**src/rtl/rom_arbiter_pkg.sv**
```systemverilog
// Shared constants and grant encoding for the instruction-ROM arbiter.
// The default ROM size is kept here so the ROM model and the arbiter agree.
package rom_arbiter_pkg;

    localparam int ROM_ADDR_W    = 32;
    localparam int ROM_DATA_W    = 32;
    localparam int ROM_BYTES_DEF = 4096;
    localparam int MEM_MAX_DEF   = 4;
    localparam int CONSEC_W      = 4;

    typedef enum logic [1:0] {
        GNT_NONE = 2'd0,
        GNT_IF   = 2'd1,
        GNT_MEM  = 2'd2
    } gnt_e;

endpackage

```
**src/rtl/rom_arbiter.sv**
```systemverilog
// Shares the combinational instruction ROM between the IF and MEM requesters, one grant per cycle.
// Latency: grant in cycle N, registered response in N+1 (single-cycle pulse).
// Backpressure: requests wait on ready; MEM preferred, IF forced through after MEM_MAX_CONSEC losses.
module rom_arbiter
    import rom_arbiter_pkg::*;
#(
    parameter int ADDR_W         = ROM_ADDR_W,
    parameter int DATA_W         = ROM_DATA_W,
    parameter int ROM_BYTES      = ROM_BYTES_DEF,
    parameter int MEM_MAX_CONSEC = MEM_MAX_DEF
) (
    input  logic              clk,
    input  logic              rst,
    input  logic              if_req_valid,
    input  logic [ADDR_W-1:0] if_req_addr,
    output logic              if_req_ready,
    input  logic              if_flush,
    output logic              if_rsp_valid,
    output logic [DATA_W-1:0] if_rsp_data,
    output logic              if_rsp_err,
    input  logic              mem_req_valid,
    input  logic [ADDR_W-1:0] mem_req_addr,
    output logic              mem_req_ready,
    output logic              mem_rsp_valid,
    output logic [DATA_W-1:0] mem_rsp_data,
    output logic              mem_rsp_err,
    output logic              rom_ce,
    output logic [ADDR_W-1:0] rom_addr,
    input  logic [DATA_W-1:0] rom_inst
);

    localparam logic [ADDR_W-1:0]   ROM_LAST   = ADDR_W'(ROM_BYTES - 4);
    localparam logic [CONSEC_W-1:0] CONSEC_MAX = CONSEC_W'(MEM_MAX_CONSEC);

    gnt_e              gnt;
    logic [ADDR_W-1:0] gnt_addr;
    logic              in_range;
    logic [CONSEC_W-1:0] consec;

    always_comb begin
        gnt           = GNT_NONE;
        gnt_addr      = '0;
        in_range      = 1'b0;
        if_req_ready  = 1'b0;
        mem_req_ready = 1'b0;
        rom_ce        = 1'b0;
        rom_addr      = '0;
        if (rst) begin
            // IF only overrides MEM once MEM has won MEM_MAX_CONSEC times while IF was waiting
            if (mem_req_valid && !(consec == CONSEC_MAX && if_req_valid)) begin
                gnt      = GNT_MEM;
                gnt_addr = mem_req_addr;
            end else if (if_req_valid) begin
                gnt      = GNT_IF;
                gnt_addr = if_req_addr;
            end
        end
        in_range      = (gnt_addr <= ROM_LAST);
        if_req_ready  = (gnt == GNT_IF);
        mem_req_ready = (gnt == GNT_MEM);
        rom_ce        = (gnt != GNT_NONE) && in_range;
        rom_addr      = gnt_addr;
    end

    always_ff @(posedge clk or negedge rst) begin
        if (!rst) begin
            if_rsp_valid  <= 1'b0;
            if_rsp_err    <= 1'b0;
            if_rsp_data   <= '0;
            mem_rsp_valid <= 1'b0;
            mem_rsp_err   <= 1'b0;
            mem_rsp_data  <= '0;
            consec        <= '0;
        end else begin
            // a flush in the grant cycle squashes the response but the grant is still consumed
            if_rsp_valid  <= (gnt == GNT_IF) && !if_flush;
            if_rsp_err    <= (gnt == GNT_IF) && !if_flush && !in_range;
            mem_rsp_valid <= (gnt == GNT_MEM);
            mem_rsp_err   <= (gnt == GNT_MEM) && !in_range;
            if (gnt == GNT_IF) begin
                if_rsp_data <= in_range ? rom_inst : '0;
            end
            if (gnt == GNT_MEM) begin
                mem_rsp_data <= in_range ? rom_inst : '0;
            end
            if (!if_req_valid || gnt == GNT_IF) begin
                consec <= '0;
            end else if (gnt == GNT_MEM && consec != CONSEC_MAX) begin
                consec <= consec + 1'b1;
            end
        end
    end

endmodule
```
**config.mk**
```make
export PLATFORM = sky130hd
export DESIGN_NAME = rom_arbiter
export DESIGN_NICKNAME = d
export VERILOG_FILES = /design/src/rtl/rom_arbiter_pkg.sv /design/src/rtl/rom_arbiter.sv
export SDC_FILE = /design/constraint.sdc
export NUM_CORES = 1
export LEC_CHECK = 0
export ABC_AREA = 1
export CAP_MARGIN = 20
export CORE_AREA = 2 2 112 87
export CTS_BUF_LIST = sky130_fd_sc_hd__clkbuf_4 sky130_fd_sc_hd__clkbuf_8
export DETAILED_ROUTE_END_ITERATION = 10
export DIE_AREA = 0 0 114 89
export GPL_ROUTABILITY_DRIVEN = 1
export GPL_TIMING_DRIVEN = 0
export PLACE_DENSITY = 0.83
export REMOVE_ABC_BUFFERS = 1
export SLEW_MARGIN = 15
export SYNTH_ARGS = -nofsm -noshare
export SYNTH_HDL_FRONTEND = slang
export SYNTH_SLANG_ARGS = --single-unit
```
**constraint.sdc**
```tcl
create_clock -name clk -period 5.75 [get_ports clk]
set_input_delay 0.8625 -clock clk [delete_from_list [all_inputs] [get_ports clk]]
set_output_delay 0.8625 -clock clk [all_outputs]
set_load 0.03 [all_outputs]
```
==> impl_metrics.ini <==
[yosys]
avgSynthCellArea_um2 = 7.28
synth_cell_types = 21
ys_seq_area_share_pct = 46.7
syn_inst = 530
ys_ff_latch = 72
synth_area_mm2 = 0.00386
yosysWarningCount = 0

[floorplan]
core_area_mm2 = 0.00893
die_w_um = 114
rows = 30
io-pin-count = 204
die-height_um = 89
initial_core_util_pct = 43.2
dieArea_mm2 = 0.0101

[global_routing]
grt_pass1_wl_um = 20900
antenna_found_initial = 0
grt_max_degree = 66
overflow = 0
grtUsageTotal_pct = 26.2
grt_pass1_vias = 4091

[timing]
max_freq_mhz = 189
fin_crit_ns = 5.29
rsz0062_at_grt = false
fin_skew_ns = 0.00877
maxSlewViolCount = 0
fin_crit_sh_pct = 92.0
setup_tns_ns = 0
worst_pin_slew_ns = 0.752
setup_ws_ns = 0.459
hold_viol_final = 0
slew_headroom_pct = 49.8
setup_violations = 0

[final_layout]
final_area_mm2 = 0.00628
final_common_cell = nand2_1
n_antenna_cell = 0
fillers = 701
drive_gt1_share_pct = 5.12
fin_nets = 820
syn_to_final_growth_pct = 62.7
most-common-layout-cells = nand2_1, clkdlybuf4s50_1, dfrtp_1, nand4_1, inv_1

[placement]
post-place-ws_ns = -0.748
placedInstanceArea_mm2 = 0.00597
io_buffers = 203
hpwlAfterDp_um = 9150
gp_congestion = 0.850

[job]
max_cap_viol_count = 0

[clock_tree]
cts_made_buffers = 9
clk_path_buf_depth = 2
clkTransAtPathRegs_ns = 0.08
cts_tree = built
hold_buffers = 0
clk_latency_ns = 0.34
cts_num_sinks = 72
ctsRootBufferMaster = clkbuf_8
post-cts-setup-buffer-count = 0
htree_levels = 3

[drt]
dr.pass1.iters = 5
vias = 4358
post_drt_wl_per_cell_um = 16.7
drt-total-wl_um = 13900
ant_nets = 0
vias_per_cell = 5.23
drc = 0
drt-initial-drc-count = 308

[setup_path]
cp.required_ns = 4.89
arrival_ns = 4.43
crit_type = in2out
critPathCaptureType = output port
cp_max_fo = 35
startpoint_type = input port

[run_status]
status = finished clean

[pwr]
leakagePower_nw = 3.25
irDropWorstVdd_mv = 0.128
powerDensity_mw_per_mm2 = 202

[hold_path]
hold_path.class = reg2reg
-- synthesized netlist by cell type, drive strengths merged --
| master | n | share of area, % |
|---|---|---|
| nor2 | 17 | 2.0 |
| nand2 | 245 | 24 |
| clkbuf | 13 | 1.3 |
| clkinv | 2 | 0.19 |
| a21boi | 1 | 0.29 |
| ha | 2 | 0.65 |
| buf | 24 | 3.8 |
| nand3b | 2 | 0.39 |
| dfrtp | 72 | 47 |
| nand3 | 36 | 4.7 |
| a21oi | 5 | 0.65 |
| o21ai | 3 | 0.39 |
| nand4 | 64 | 10 |
| inv | 43 | 4.2 |
| o211ai | 1 | 0.19 |
-- worst max-delay path: stages --
cell and delay [ns]:
clkbuf_2 0.41, inv_2 0.11, nor2_4 0.14, nand2_4 0.14, nand2_4 0.35, nand2_1 0.09
nand3_1 0.13, nand2_1 0.07, nor2_1 0.18, nand3_1 0.25, nor2_4 0.51, buf_16 0.25
nand2_1 0.08, a21oi_1 0.13, clkdlybuf4s50_1 0.70
-- report_power, final --
part | total [mW] | internal (mW) | switching (mW)
registers | 0.520 | 0.515 | 0.00495
logic | 0.274 | 0.126 | 0.148
clock network | 0.472 | 0.280 | 0.192
-- repair_timing --
| action | CTS | global route |
|---|---|---|
| endpoints found under the setup margin | 1 | 1 |
| pin swaps | 1 | 2 |
| gates cloned | 2 | 2 |
| gates resized for setup | 2 | 2 |
-- logic make-up (layout without fill, tap and decap cells) --
logic type	after synthesis	after routing	share of synthesized area [%]
buf+inv	82	270	9.41
flops	72	72	46.7
fa+ha+maj	2	2	0.649
compound gates	10	10	1.52
simple gates	364	368	41.7
-- worst paths after layout --
kind                                              startpoint                            to  slack (ns)  cells past startpoint
worst max-delay path                            if_req_valid                        rom_ce        0.46                     15
worst min-delay path            mem_rsp_data[29]$_DFFE_PN0P_  mem_rsp_data[29]$_DFFE_PN0P_        0.49                      2
worst max register to register         consec[0]$_DFFE_PN0P_    if_rsp_data[0]$_DFFE_PN0P_        2.27                     14
worst min register to register  mem_rsp_data[29]$_DFFE_PN0P_  mem_rsp_data[29]$_DFFE_PN0P_        0.49                      2
max in group asynchronous                                rst  mem_rsp_data[10]$_DFFE_PN0P_        4.61                      2
min in group asynchronous                                rst   if_rsp_data[17]$_DFFE_PN0P_        0.51                      1
-- per-stage QoR --
stage | hold slack (ns) | util (%) | power (mW) | cells
floorplan | 0.535 | - | 0.635 | 493
global placement | 0.462 | 65.3 | 0.784 | 808
detailed placement | 0.464 | 66.8 | 0.797 | 812
CTS | 0.486 | 69.7 | 1.27 | 830
global route | 0.500 | 70.3 | 1.32 | 834
finish | 0.486 | 70.3 | 1.27 | 834
-- flip-flops by register name, indices dropped and copies added, names as in the netlist --
name,cells
if_rsp_err,1
if_rsp_valid,1
mem_rsp_data,32
if_rsp_data,32
mem_rsp_valid,1
consec,4
mem_rsp_err,1
-- routing by layer --
metal,track usage [%],wire length [µm]
met5,0,0
met4,7.43,276
met3,4.95,843
met2,44.9,6760
met1,34.4,6010
-- area by class of cell --
| type | instances | area [µm²] | share of cell area (%) |
|---|---|---|---|
| Sequential cell | 72 | 1800 | 28.7 |
| Timing Repair Buffer | 209 | 2180 | 34.7 |
| Multi-Input combinational cell | 380 | 1750 | 27.9 |
| Tap cell | 112 | 140 | 2.23 |
| Clock buffer | 12 | 165 | 2.63 |
| Inverter | 45 | 169 | 2.69 |
| Clock inverter | 4 | 75.1 | 1.20 |
Note: power is estimated with default switching activity, not from simulation.
